--- src/rtl/pc_gen_pkg.sv ---
// Shared constants and state encoding for the fetch-stage PC generator.
package pc_gen_pkg;

    localparam logic [31:0] DEF_RESET_PC   = 32'h0000_3000;
    localparam logic [31:0] DEF_EXC_VECTOR = 32'h0000_4180;
    localparam int unsigned DEF_STEP       = 4;

    // RUN: no redirect buffered. HOLD: a redirect seen during a stall is waiting.
    typedef enum logic {
        ST_RUN  = 1'b0,
        ST_HOLD = 1'b1
    } state_e;

endpackage

--- src/rtl/pc_gen_if.sv ---
// Control inputs and PC outputs of the fetch-stage PC generator.
interface pc_gen_if #(
    parameter int unsigned WIDTH = 32
);
    logic             stall;
    logic             redir_valid;
    logic [WIDTH-1:0] redir_target;
    logic             exc_req;
    logic             eret;
    logic [WIDTH-1:0] epc;
    logic [WIDTH-1:0] pc;
    logic [WIDTH-1:0] pc_step1;
    logic [WIDTH-1:0] pc_step2;
    logic             redir_pending;
    logic             misalign;

    // Pipeline control side: drives requests, observes the PC.
    modport master (
        output stall, redir_valid, redir_target, exc_req, eret, epc,
        input  pc, pc_step1, pc_step2, redir_pending, misalign
    );

    // PC generator side.
    modport slave (
        input  stall, redir_valid, redir_target, exc_req, eret, epc,
        output pc, pc_step1, pc_step2, redir_pending, misalign
    );
endinterface

--- src/rtl/pc_incr.sv ---
// Sequential successors of the PC: one and two instructions ahead, modulo 2^WIDTH.
module pc_incr #(
    parameter int unsigned WIDTH = 32,
    parameter int unsigned STEP  = 4
) (
    input  logic [WIDTH-1:0] pc_i,
    output logic [WIDTH-1:0] step1_o,
    output logic [WIDTH-1:0] step2_o
);

    // Carry out is dropped on purpose; the PC wraps.
    always_comb begin
        step1_o = pc_i + WIDTH'(STEP);
        step2_o = pc_i + WIDTH'(2 * STEP);
    end

endmodule

--- src/rtl/pc_gen.sv ---
// Program-counter generator: PC register, redirect buffer and next-PC selection.
module pc_gen
    import pc_gen_pkg::*;
#(
    parameter int unsigned      WIDTH      = 32,
    parameter logic [WIDTH-1:0] RESET_PC   = WIDTH'(DEF_RESET_PC),
    parameter logic [WIDTH-1:0] EXC_VECTOR = WIDTH'(DEF_EXC_VECTOR),
    parameter int unsigned      STEP       = DEF_STEP
) (
    input logic     clk,
    input logic     rst_n,
    pc_gen_if.slave bus
);

    state_e           state_q, state_d;
    logic [WIDTH-1:0] pc_q, pc_d;
    logic [WIDTH-1:0] buf_q, buf_d;
    logic [WIDTH-1:0] step1, step2;

    pc_incr #(
        .WIDTH (WIDTH),
        .STEP  (STEP)
    ) u_incr (
        .pc_i    (pc_q),
        .step1_o (step1),
        .step2_o (step2)
    );

    // Next-PC priority: exception, eret, stall (buffering), live redirect, buffered, +STEP.
    always_comb begin
        pc_d    = pc_q;
        buf_d   = buf_q;
        state_d = state_q;
        if (bus.exc_req) begin
            pc_d    = EXC_VECTOR;
            state_d = ST_RUN;
        end else if (bus.eret) begin
            pc_d    = bus.epc;
            state_d = ST_RUN;
        end else if (bus.stall) begin
            // Newest redirect seen during a stall wins.
            if (bus.redir_valid) begin
                buf_d   = bus.redir_target;
                state_d = ST_HOLD;
            end
        end else if (bus.redir_valid) begin
            pc_d    = bus.redir_target;
            state_d = ST_RUN;
        end else if (state_q == ST_HOLD) begin
            pc_d    = buf_q;
            state_d = ST_RUN;
        end else begin
            pc_d = step1;
        end
    end

    // State, PC and buffer registers with synchronous active-low reset.
    always_ff @(posedge clk) begin
        if (!rst_n) begin
            state_q <= ST_RUN;
            pc_q    <= RESET_PC;
            buf_q   <= '0;
        end else begin
            state_q <= state_d;
            pc_q    <= pc_d;
            buf_q   <= buf_d;
        end
    end

    // Outputs derive only from registered state.
    always_comb begin
        bus.pc            = pc_q;
        bus.pc_step1      = step1;
        bus.pc_step2      = step2;
        bus.redir_pending = (state_q == ST_HOLD);
        bus.misalign      = (pc_q % WIDTH'(STEP)) != '0;
    end

endmodule

--- src/flat_wrapper.sv ---
// flat-port wrapper written by rule: the top's interface ports become plain ports
module pc_gen_flat import pc_gen_pkg::*;
#(
    parameter int unsigned      WIDTH      = 32,
    parameter logic [WIDTH-1:0] RESET_PC   = WIDTH'(DEF_RESET_PC),
    parameter logic [WIDTH-1:0] EXC_VECTOR = WIDTH'(DEF_EXC_VECTOR),
    parameter int unsigned      STEP       = DEF_STEP
)
  (clk, rst_n, bus_stall, bus_redir_valid, bus_redir_target, bus_exc_req, bus_eret, bus_epc, bus_pc, bus_pc_step1, bus_pc_step2, bus_redir_pending, bus_misalign);
  pc_gen_if #(.WIDTH(WIDTH)) bus_i ();
  input logic clk;
  input logic rst_n;
  input wire logic [$bits(bus_i.stall)-1:0] bus_stall;
  input wire logic [$bits(bus_i.redir_valid)-1:0] bus_redir_valid;
  input wire logic [$bits(bus_i.redir_target)-1:0] bus_redir_target;
  input wire logic [$bits(bus_i.exc_req)-1:0] bus_exc_req;
  input wire logic [$bits(bus_i.eret)-1:0] bus_eret;
  input wire logic [$bits(bus_i.epc)-1:0] bus_epc;
  output wire logic [$bits(bus_i.pc)-1:0] bus_pc;
  output wire logic [$bits(bus_i.pc_step1)-1:0] bus_pc_step1;
  output wire logic [$bits(bus_i.pc_step2)-1:0] bus_pc_step2;
  output wire logic [$bits(bus_i.redir_pending)-1:0] bus_redir_pending;
  output wire logic [$bits(bus_i.misalign)-1:0] bus_misalign;
  assign bus_i.stall = bus_stall;
  assign bus_i.redir_valid = bus_redir_valid;
  assign bus_i.redir_target = bus_redir_target;
  assign bus_i.exc_req = bus_exc_req;
  assign bus_i.eret = bus_eret;
  assign bus_i.epc = bus_epc;
  assign bus_pc = bus_i.pc;
  assign bus_pc_step1 = bus_i.pc_step1;
  assign bus_pc_step2 = bus_i.pc_step2;
  assign bus_redir_pending = bus_i.redir_pending;
  assign bus_misalign = bus_i.misalign;
  pc_gen #(.WIDTH(WIDTH), .RESET_PC(RESET_PC), .EXC_VECTOR(EXC_VECTOR), .STEP(STEP)) u_core (.clk(clk), .rst_n(rst_n), .bus(bus_i));
endmodule
--- config.mk ---
export PLATFORM = sky130hd
export DESIGN_NAME = pc_gen_flat
export DESIGN_NICKNAME = d
export VERILOG_FILES = /design/src/rtl/pc_gen_pkg.sv /design/src/rtl/pc_gen_if.sv /design/src/rtl/pc_incr.sv /design/src/rtl/pc_gen.sv /design/src/flat_wrapper.sv
export SDC_FILE = /design/constraint.sdc
export NUM_CORES = 1
export LEC_CHECK = 0
export CORE_ASPECT_RATIO = 0.9
export CORE_MARGIN = 8
export CORE_UTILIZATION = 35
export DETAILED_ROUTE_END_ITERATION = 7
export PLACE_DENSITY = 0.62
export SETUP_SLACK_MARGIN = 0.1
export SLEW_MARGIN = 20
export SYNTH_ARGS = -nofsm -noshare
export SYNTH_HDL_FRONTEND = slang
export SYNTH_SLANG_ARGS = --single-unit
--- constraint.sdc ---
create_clock -name clk -period 2.7 [get_ports clk]
set_input_delay 0.27 -clock clk [delete_from_list [all_inputs] [get_ports clk]]
set_output_delay 0.27 -clock clk [all_outputs]
set_load 0.01 [all_outputs]
After elaboration in Yosys (flattened, before gate mapping):

Cells that the tools add are included.

* register bits: 65
* latch bits: 0
* RAM bits: 0
* memory bits (read-only): 0
* input bits: 70
* output and inout port bits: 98
* logic and storage cells: 21
* memories: 0

* add/sub/neg operators: 2
* multipliers: 0
* div/mod/pow operators: 0
* $lt $le $gt $ge: 0
* equal/unequal tests: 2
* shifts and indexed selects: 0
* multiplexer cells: 5
* bitwise operators: 4
* reductions and logical operators: 4

Operators by type and width (count)
* 2-to-1 mux 32 bit: 4
* adder 32 x 3 -> 32 bit (second input constant): 1
* adder 32 x 4 -> 32 bit (second input constant): 1
* nonzero test 32 bit: 1
* 2-to-1 mux 15 bit: 1
* NOT 1 bit: 4
* AND reduction 4 bit: 1
* OR reduction 4 bit: 1
* != test 3 x 1 -> 1 bit (second input constant): 1
* != test 2 x 1 -> 1 bit (second input constant): 1
* OR reduction 2 bit: 1

Depth between registers and ports, before layout:

Gate-level depths: netlist of run 1.

* depth after elaboration: 6
* mapped depth: 8
* mapped depth without buffers: 6

Hierarchy:

Synthesis of run 1 repeated with hierarchy kept, for this count alone.

* cell total of the unflattened synthesis: 543
* area, all modules: 4660.7 um2

By module, submodules not included
* pc_gen: times used 1, cells each 378, area an instance 3565.9 um2, sequential area each 1301.2 um2
* pc_incr: times used 1, cells each 165, area an instance 1094.8 um2, sequential area each 0.0 um2

Least setup slack after synthesis of run 1:

No wires, ideal clock.

* path type: flip-flop to output port
* start: register u_core.pc_q[4] (netlist: u_core.bus.pc[4])
* end: output port bus_pc_step1[31]
* arrival: 2.414 ns
* data required time: 2.430 ns
* setup slack: 0.016 ns
* stages on the path, launching flop included: 9
* path buffers: 2
* cell sequence: dfxtp_1 > ha_1 > buf_2 > inv_1 > or4_4 > buf_6 > or4b_4 > nor2_2 > xor2_1

* longest elaborated chain between the ends: 1

RTL lines
* from (decl): line pc_gen.sv:16 `logic [WIDTH-1:0] pc_q, pc_d;`
* from (signal assigned): line pc_gen.sv:65 `pc_q <= pc_d;`
* adder 32 x 3 -> 32 bit: line pc_incr.sv:13 `step1_o = pc_i + WIDTH'(STEP);`
* to (decl): line flat_wrapper.sv:20 `output wire logic [$bits(bus_i.pc_step1)-1:0] bus_pc_step1;`

Every way passes these cells.

Worst setup path after layout of run 1:

* start: register u_core.pc_q[3] (netlist: u_core.bus.pc[3])
* end: output port bus_pc_step1[31]

The elaborated chain is that of the path after synthesis.

==> flow_summary.json, run 1 <==
{
  "area_growth_pct": 59.46,
  "ff2ff_setup_slack_ns": 0.22,
  "fp.dieW_microns": 137.2,
  "port_buffers": 167,
  "multiInputGateArea_sq_um": 3134,
  "cp-end-kind": "output port",
  "hold_buffers": 0,
  "synth-edff-count": 0,
  "dr.pass1.iters": 6,
  "totalWireLength_microns": 20690,
  "worstSetupStartpoint": "u_core.bus.pc[3]",
  "die_h_microns": 125.1,
  "rr_worst_depth": 8,
  "arrival_ns": 2.39,
  "drv_cap": 0,
  "pin_count": 168,
  "rows": 40,
  "drv_slew": 0,
  "gp_congestion": 0.9319,
  "grt_first_pass_wirelength_microns": 31160,
  "fmax_mhz": 376.3,
  "clock_latency_ns": 0.34,
  "crit_slowest_cell": "or4b_4",
  "drtAntennaViolNets": 0,
  "syn-cell-area_sq_um": 4629,
  "timing.rr.end": "u_core.bus.pc[24]",
  "met1_usage": 0.3229,
  "totalPowerFinal_mw": 3.101,
  "drt-initial-drc-count": 491,
  "syn_nets": 711,
  "start_util": 0.3531,
  "synth_area_per_cell_sq_um": 7.245,
  "grt_start_max_net_pins": 23,
  "path_delay_family": "simple AND/OR/NAND/NOR gates",
  "outcome": "finished, final reports clean",
  "clockBufferDepth": 2,
  "cp-start-kind": "flip-flop",
  "cp_cell_sequence": "ha_4, inv_1, or4_4, or4b_4, nor2_4, xor2_1, buf_2",
  "tightest_slew_ns": 0.8041,
  "drive_above_1_share": 0.2189,
  "htree_levels": 3,
  "synthCells": 639,
  "cp.required_ns": 2.43,
  "cts_sinks": 65,
  "vias": 5682,
  "seqCellArea_sq_um": 1319,
  "ys.warnings.count": 0,
  "drcViolationCount": 0,
  "grt_pass1_vias": 5344,
  "fin_skew_ns": 0.005153,
  "crit_type": "flip-flop to output port",
  "ys_types": 60,
  "hp-class": "flip-flop to flip-flop",
  "maxSlewHeadroom": 0.4628,
  "period_needed_ns": 2.658,
  "diodes": 0,
  "crit-reg2reg-launch": "u_core.bus.pc[3]",
  "synthArstFlopShare": 0,
  "path_buf_inv": 2,
  "setup_viol": 0,
  "vdd_drop_max_v": 0.0002886,
  "cts-root-buf": "clkbuf_16",
  "cp.depth": 7,
  "fillers": 1268,
  "setup.worst_path.end": "bus_pc_step1[31]",
  "cp_max_fo": 3,
  "grtUsageTotal": 0.2318,
  "cts_tree": "yes",
  "use_met2": 0.3503,
  "nets": 912,
  "gr-total-overflow": 0,
  "finalSetupTns_ns": 0,
  "numCtsBuffers": 9,
  "dieArea_sq_um": 17170,
  "cts.clk_slew.worst_paths_ns": 0.06,
  "busiest_layer": "met2",
  "yosys_most_used_dff": "dfxtp_1",
  "core_sq_um": 13110,
  "period_share": 0.9844,
  "hold_violations": 0,
  "avgViaCountPerCell": 5.609,
  "avgRoutedWirePerCell_microns": 20.43,
  "leakage_nw": 2.951,
  "synth.ff_latch_count": 65,
  "max_stage_delay_ns": 0.61,
  "antenna_found_initial": 0,
  "rsz0062_at_grt": "true",
  "power_density_nw_per_um2": 420.0,
  "synth-seq-area-share": 0.2811,
  "met3_usage": 0.06165,
  "dp_hpwl_microns": 15800
}
tightest hold or removal path, cell delays in order, from the launching register on:
cell	delay [ns]
dfxtp_1	0.30
nand2_1	0.05
a21oi_1	0.05
sequential cells by signal, indices dropped and copies added (netlist names), named ones only:
signal and flops:
u_core.bus.redir_pending 1, u_core.buf_q 32, u_core.bus.pc 30
worst min path at each step:
stage / start / endpoint / slack (ns) / depth (start not counted)
2_1_floorplan: bus_redir_target[10] / u_core.buf_q[10] / 0.41 / 2
3_3_place_gp: u_core.buf_q[15] / u_core.buf_q[15] / 0.44 / 2
3_5_place_dp: u_core.buf_q[7] / u_core.buf_q[7] / 0.44 / 2
4_1_cts: u_core.buf_q[7] / u_core.buf_q[7] / 0.45 / 2
5_1_grt: u_core.buf_q[6] / u_core.buf_q[6] / 0.47 / 2
6_report: u_core.buf_q[7] / u_core.buf_q[7] / 0.45 / 2
logic make-up after synthesis:
group,synth area share
adder cells (fa/ha/maj),0.005405
AO/OA/AOI/OAI,0.2435
multiplexers,0.01973
XOR/XNOR,0.08892
AND/OR/NAND/NOR,0.2765
buffers and inverters,0.08487
flip-flops,0.2811
cells in the mapped netlist, types with 3 or more instances:
| library cell | number | area share |
|---|---|---|
| a211oi_1 | 5 | 0.0081 |
| a21o_1 | 3 | 0.0049 |
| a21oi_1 | 59 | 0.064 |
| a221o_1 | 5 | 0.011 |
| a221oi_1 | 9 | 0.017 |
| a22oi_1 | 5 | 0.0081 |
| a2bb2oi_1 | 7 | 0.013 |
| a31oi_1 | 9 | 0.012 |
| a32o_1 | 3 | 0.0065 |
| and2_1 | 4 | 0.0054 |
| and3_1 | 4 | 0.0054 |
| and4_1 | 6 | 0.011 |
| buf_2 | 8 | 0.0086 |
| buf_4 | 13 | 0.021 |
| clkbuf_1 | 45 | 0.036 |
| dfxtp_1 | 65 | 0.28 |
| inv_1 | 16 | 0.013 |
| mux2i_1 | 8 | 0.017 |
| nand2_1 | 108 | 0.088 |
| nand2b_1 | 11 | 0.015 |
| nand3_1 | 20 | 0.022 |
| nand4_1 | 12 | 0.016 |
| nor2_1 | 37 | 0.030 |
| nor2b_1 | 3 | 0.0041 |
| nor3_1 | 16 | 0.017 |
| nor4_1 | 9 | 0.012 |
| o211ai_1 | 10 | 0.016 |
| o21ai_0 | 28 | 0.030 |
| o221ai_1 | 6 | 0.011 |
| o22ai_1 | 3 | 0.0041 |
| o2bb2ai_1 | 3 | 0.0057 |
| o31a_1 | 5 | 0.0095 |
| o31ai_1 | 3 | 0.0049 |
| or2_2 | 11 | 0.015 |
| xnor2_1 | 30 | 0.057 |
| xor2_1 | 17 | 0.032 |
metal layers:
layer | wire, microns | part of all wire | vias up
met3 | 1852 | 0.090 | 21
met4 | 216 | 0.010 | 0
li1 | - | - | 2672
met2 | 9384 | 0.45 | 275
met5 | 0 | 0 | -
met1 | 9238 | 0.45 | 2714
placed cells by master (no fill, tap or decap), types with 7 or more instances in the layout:
master	netlist	routed
a21oi_1	59	59
a221oi_1	9	9
a2bb2oi_1	7	7
a31oi_1	9	9
buf_2	8	8
buf_4	13	80
buf_6	1	14
clkbuf_16	0	9
clkbuf_2	0	8
clkdlybuf4s50_1	0	128
dfxtp_1	65	53
dfxtp_2	0	11
dlygate4sd2_1	0	14
inv_1	16	16
mux2i_1	8	8
nand2_1	108	106
nand2b_1	11	11
nand3_1	20	18
nand4_1	12	12
nor2_1	37	34
nor3_1	16	10
o211ai_1	10	10
o21ai_0	28	28
or2_2	11	9
xnor2_1	30	26
xor2_1	17	16
power breakdown:
part / switching (mW) / leakage, nW / internal, mW / total, mW
Combinational: 0.378 / 2.26 / 0.373 / 0.750
Clock: 0.479 / 0.159 / 0.837 / 1.32
Sequential: 0.0361 / 0.534 / 0.998 / 1.03
Total: 0.893 / 2.95 / 2.21 / 3.10
through the flow:
step	hold WS, ns	instance area (sq um)	cells	utilization	setup slack [ns]
finish	0.4507	7382	1013	0.5630	0.04222
global route	0.4720	7382	1013	0.5630	-0.03992
CTS	0.4527	7199	1004	0.5490	-0.07504
detailed placement	0.4446	6741	978	0.5141	-0.05699
global placement	0.4366	6741	978	0.5141	-0.05823
floorplan	0.4060	4632	639	-	0.1212
timing repair:
item                                    4_1_cts  5_1_grt
resized for setup                            85       65
endpoints found under the setup margin       37       27
pin swaps                                     7       13
setup buffers                                10        9
final cells by class:
type	count	share of cell area
multi-input cells	487	0.4246
clock buffers	10	0.03237
clock inverters	6	0.01220
flip-flops and latches	65	0.1786
inverters	18	0.009153
well taps	168	0.02847
repair buffers	259	0.3146
Note: power is estimated with default switching activity, not from simulation.
==> inputs of run 2 (changes only) <==
--- a/config.mk
+++ b/config.mk
@@ -7,9 +7,9 @@
 export LEC_CHECK = 0
 export CORE_ASPECT_RATIO = 0.9
 export CORE_MARGIN = 8
-export CORE_UTILIZATION = 35
+export CORE_UTILIZATION = 46
 export DETAILED_ROUTE_END_ITERATION = 7
-export PLACE_DENSITY = 0.62
+export PLACE_DENSITY = 0.79
 export SETUP_SLACK_MARGIN = 0.1
 export SLEW_MARGIN = 20
 export SYNTH_ARGS = -nofsm -noshare
==> flow_summary.json, run 2 (synthesis gave the netlist of run 1 again) <==
{
  "outcome": "finished, final reports clean",
  "drive_above_1_share": 0.1925,
  "final_cell_mix": "clkdlybuf4s50_1 (126), nand2_1 (106), buf_4 (77), a21oi_1 (59), dfxtp_1 (55)",
  "dieArea_sq_um": 13530,
  "totalWireLength_microns": 20120,
  "drv_cap": 0,
  "period_needed_ns": 2.692,
  "swShare": 0.3338,
  "met1_length_microns": 8190,
  "switching_power_mw": 0.8523,
  "leakage_nw": 2.838,
  "seqCellArea_sq_um": 1316,
  "multiInputGateArea_sq_um": 3078,
  "maxSlewHeadroom": 0.4124,
  "avgViaCountPerCell": 6.040,
  "rsz0062_at_grt": "true",
  "antenna_found_initial": 0,
  "fin_skew_ns": 0.01191,
  "final_common_cell": "clkdlybuf4s50_1",
  "hp-class": "flip-flop to flip-flop",
  "crit_type": "flip-flop to output port",
  "pin_count": 168,
  "arrival_ns": 2.42,
  "totalPowerFinal_mw": 2.554,
  "dp_cells": 933,
  "share_comb_of_total_power": 0.287,
  "gr-total-overflow": 0,
  "diodes": 0,
  "cp_max_fo": 3,
  "cts.clk_slew.worst_paths_ns": 0.08,
  "tightest_slew_ns": 0.8796,
  "numCtsBuffers": 9,
  "drt-initial-drc-count": 586,
  "period_share": 0.9970,
  "gp_congestion": 0.9210,
  "dp_hpwl_microns": 15670,
  "cts-root-buf": "clkbuf_8",
  "fp.dieW_microns": 121.7,
  "cp_cell_sequence": "nand4_4, or4_4, or4b_4, nor2_4, xor2_1, buf_2",
  "max_stage_delay_ns": 0.61,
  "seq_power_share": 0.404,
  "grt_start_max_net_pins": 27,
  "cp-end-kind": "output port",
  "drtAntennaViolNets": 0,
  "power_density_nw_per_um2": 365.3,
  "dr.pass1.iters": 6,
  "hold_buffers": 0,
  "final_core_util": 0.7176,
  "htree_levels": 3,
  "cp-start-kind": "flip-flop",
  "largest_reg_flops": 32,
  "vias": 5780,
  "wl_met2_microns": 9146,
  "port_buffers": 167,
  "nets": 898,
  "cp.required_ns": 2.43,
  "area_growth_pct": 51.00,
  "drv_slew": 0,
  "setup_viol": 0,
  "rows": 34,
  "clockBufferDepth": 2,
  "crit_slowest_cell": "or4b_4",
  "core_sq_um": 9742,
  "drcViolationCount": 0,
  "grt_first_pass_wirelength_microns": 30610,
  "fmax_mhz": 371.5,
  "vdd_drop_max_v": 0.0003657,
  "pwr-share-clk": 0.309,
  "die_h_microns": 111.2,
  "start_util": 0.4752,
  "finalSetupTns_ns": 0,
  "top_layer": "met4",
  "clock_latency_ns": 0.37,
  "cts_tree": "yes",
  "cts_sinks": 65,
  "layout.cells.non_filler": 957,
  "avgRoutedWirePerCell_microns": 21.02,
  "grt_pass1_vias": 5391,
  "final_area_sq_um": 6990,
  "top_register": "u_core.buf_q",
  "hold_violations": 0,
  "placed_area_sq_um": 6666,
  "fillers": 824,
  "grtUsageTotal": 0.2855,
  "wl_met3_microns": 2444,
  "p_int_mw": 1.701
}
-- run 2: cell types whose count changed in the layout (fill, tap and decap cells not counted), moves of 3 or more --
cell,delta
buf_4,-3
clkbuf_16,-9
dlymetal6s2s_1,+4
nor4_4,-3
buf_6,-13
clkbuf_8,+8
-- run 2: worst paths after layout --
| path | start | end | slack, ns | cells past startpoint |
|---|---|---|---|---|
| max reg2reg | u_core.bus.pc[3] | u_core.bus.pc[24] | 0.36 | 7 |
| max | u_core.bus.pc[7] | bus_pc_step1[31] | 0.008 | 6 |
| min reg2reg | u_core.buf_q[21] | u_core.buf_q[21] | 0.46 | 2 |
| min | u_core.buf_q[21] | u_core.buf_q[21] | 0.46 | 2 |
-- run 2: area by class of cell --
cell class	count	share of cell area
inverters	18	0.009665
multi-input cells	487	0.4403
clock buffers	10	0.01826
well taps	126	0.02255
clock inverters	6	0.007338
flip-flops and latches	65	0.1883
repair buffers	245	0.3136
-- run 2: critical path, delay by kind of cell (launching register included) --
kind          cells  cell delay, ns
flops             1            0.37
simple gates      4            1.40
buf+inv           1            0.15
xor+xnor          1            0.13
-- run 2: power groups by stage --
stage / Sequential, mW / Clock, mW / Combinational [mW]
after detailed placement: 1.05 / 0 / 0.733
final: 1.03 / 0.789 / 0.732
after global placement: 1.05 / 0 / 0.727
after floorplan: 1.05 / 0 / 0.319
after global routing: 1.04 / 0.836 / 0.775
after CTS: 1.03 / 0.792 / 0.723
-- run 2: stage by stage --
stage,setup WS [ns],hold WS [ns]
floorplan,0.1212,0.4060
global route,-0.04615,0.4661
CTS,-0.02815,0.4538
global placement,-0.05723,0.4377
finish,0.008062,0.4581
detailed placement,-0.03982,0.4434
-- run 2: layer usage --
metal,vias up,track usage
met5,-,0
met4,0,0.07642
met3,33,0.08096
met2,372,0.4465
met1,2725,0.3720
li1,2650,-
-- run 2: timing repair --
action,CTS,global route
hold endpoints to repair,0,0
setup endpoints to repair,40,28
gates resized for setup,74,46
pin swaps,6,6
buffers inserted,5,3
==> inputs of run 3 (changes only) <==
--- a/config.mk
+++ b/config.mk
@@ -6,10 +6,9 @@
 export NUM_CORES = 1
 export LEC_CHECK = 0
 export CORE_ASPECT_RATIO = 0.9
-export CORE_MARGIN = 8
-export CORE_UTILIZATION = 46
+export CORE_UTILIZATION = 41
 export DETAILED_ROUTE_END_ITERATION = 7
-export PLACE_DENSITY = 0.79
+export PLACE_DENSITY = 0.74
 export SETUP_SLACK_MARGIN = 0.1
 export SLEW_MARGIN = 20
 export SYNTH_ARGS = -nofsm -noshare
==> constraint.sdc (replaced) <==
create_clock -name clk -period 2.3 [get_ports clk]
set_input_delay 0.23 -clock clk [delete_from_list [all_inputs] [get_ports clk]]
set_output_delay 0.23 -clock clk [all_outputs]
set_load 0.01 [all_outputs]
==> flow_summary.json, run 3 (synthesis gave the netlist of run 1 again) <==
{
  "dr.pass1.iters": 5,
  "hold_ws_ns": 0.4418,
  "grtUsageTotal": 0.3467,
  "max_stage_delay_ns": 0.57,
  "final_common_cell": "buf_4",
  "pin_count": 168,
  "arrival_ns": 2.31,
  "maxSlewHeadroom": 0.3151,
  "switching_power_mw": 1.083,
  "worstSetupStartpoint": "u_core.bus.pc[7]",
  "outcome": "finished, violations left",
  "fin_skew_ns": 0.006477,
  "swShare": 0.3089,
  "avgViaCountPerCell": 5.971,
  "vias": 6419,
  "dieArea_sq_um": 11720,
  "drt-initial-drc-count": 800,
  "final_area_sq_um": 8318,
  "cp_cell_sequence": "nand4_4, or4_4, or4b_4, nor2_4, xor2_2, buf_2",
  "core_sq_um": 10900,
  "clockBufferDepth": 2,
  "drv_cap": 0,
  "drive_above_1_share": 0.3543,
  "timing.rr.end": "u_core.bus.pc[24]",
  "seq_power_share": 0.347,
  "area_growth_pct": 79.68,
  "worst_slack_ns": -0.2377,
  "tightest_slew_ns": 1.025,
  "hold_violations": 0,
  "violations": "negative setup slack",
  "grt_first_pass_wirelength_microns": 31170,
  "period_share": 1.103,
  "die_h_microns": 102.8,
  "ff2ff_setup_slack_ns": -0.10,
  "crit-reg2reg-launch": "u_core.bus.pc[12]",
  "totalPowerFinal_mw": 3.506,
  "rr_worst_depth": 7,
  "pwr-share-clk": 0.373,
  "cts-root-buf": "clkbuf_16",
  "fmax_mhz": 394.1,
  "htree_levels": 3,
  "dp_hpwl_microns": 14830,
  "gr-total-overflow": 0,
  "crit_type": "flip-flop to output port",
  "numCtsBuffers": 9,
  "hold_end": "u_core.bus.pc[3]",
  "hold_depth": 3,
  "share_comb_of_total_power": 0.280,
  "period_needed_ns": 2.538,
  "path_delay_family": "simple AND/OR/NAND/NOR gates",
  "leakage_nw": 3.549,
  "start_util": 0.4247,
  "nets": 990,
  "cp_max_fo": 3,
  "crit_slowest_cell": "or4b_4",
  "diodes": 0,
  "hold_start": "bus_epc[3]",
  "final_core_util": 0.7631,
  "final_cell_mix": "buf_4 (123), clkdlybuf4s50_1 (115), nand2_1 (103), a21oi_1 (59), buf_6 (51)",
  "hp-class": "primary input to flip-flop",
  "vdd_drop_max_v": 0.0004259,
  "totalWireLength_microns": 22880,
  "cts.clk_slew.worst_paths_ns": 0.06,
  "place_ws_ns": -0.2931,
  "largest_reg_flops": 32,
  "p_int_mw": 2.423,
  "rsz0062_at_grt": "true",
  "cp.required_ns": 2.07,
  "path_buf_inv": 1,
  "rows": 36,
  "fillers": 754,
  "port_buffers": 167,
  "grt_pass1_vias": 5818,
  "cp-start-kind": "flip-flop",
  "setup_viol": 24,
  "clock_latency_ns": 0.34,
  "drtAntennaViolNets": 0,
  "power_density_nw_per_um2": 421.4,
  "gp_congestion": 0.9853,
  "avgRoutedWirePerCell_microns": 21.28,
  "placed_area_sq_um": 7083,
  "antenna_found_initial": 1,
  "top_register": "u_core.buf_q",
  "cts_sinks": 65,
  "grt_start_max_net_pins": 28,
  "cp-end-kind": "output port",
  "drcViolationCount": 0,
  "cts_tree": "yes",
  "drv_slew": 0,
  "fp.dieW_microns": 114.0
}
==> run 3: routing by layer <==
metal / vias to the layer above / GRT usage / share of wire / wire (microns)
li1: 2828 / - / - / -
met4: 0 / 0.1429 / 0.053 / 1218
met3: 113 / 0.05585 / 0.11 / 2408
met2: 461 / 0.5464 / 0.44 / 10170
met5: - / 0 / 0 / 0
met1: 3017 / 0.4745 / 0.40 / 9080
==> run 3: per-stage QoR <==
| stage | std cells | setup TNS (ns) |
|---|---|---|
| 5_1_grt | 1075 | -3.621 |
| 3_3_place_gp | 1001 | -2.103 |
| 3_5_place_dp | 1001 | -3.023 |
| 2_1_floorplan | 639 | -0.03465 |
| 6_report | 1075 | -2.457 |
| 4_1_cts | 1054 | -2.221 |
==> run 3: cell type report <==
| type | instances | area, sq um | area share |
|---|---|---|---|
| multi-input combinational | 487 | 3441 | 0.4137 |
| timing repair buffer | 337 | 3003 | 0.3610 |
| sequential | 65 | 1338 | 0.1608 |
| clock buffer | 10 | 239.0 | 0.02873 |
| tap | 152 | 190.2 | 0.02286 |
| inverter | 18 | 67.56 | 0.008123 |
| clock inverter | 6 | 40.04 | 0.004813 |
==> run 3: worst reg2reg max path, delay by kind of cell, from the launching register on <==
family,cells,cell delay (ns)
AOI/OAI and AO/OA,1,0.17
and+or+nand+nor,4,1.50
buffers and inverters,2,0.28
DFF,1,0.37
==> run 3: how the worst max path moves through the flow <==
stage	endpoint	slack, ns	cells after the start
after floorplan	bus_pc_step1[31]	-0.03	7
after global placement	bus_pc_step1[31]	-0.27	6
after detailed placement	bus_pc_step1[31]	-0.29	6
after CTS	bus_pc_step1[31]	-0.30	6
after global routing	bus_pc_step1[22]	-0.29	10
final	bus_pc_step1[31]	-0.24	6
==> run 3: power by group through the flow <==
stage	combinational (mW)	clock, mW	sequential (mW)
floorplan	0.386	0	1.24
CTS	0.914	1.31	1.21
detailed placement	0.891	0	1.23
finish	0.982	1.31	1.22
global route	1.03	1.35	1.22
global placement	0.883	0	1.23
==> run 3: repair_timing <==
action	4_1_cts	5_1_grt
pin swaps	29	44
hold buffers	0	0
setup endpoints to repair	50	47
setup buffers	38	24
gates resized for setup	234	84
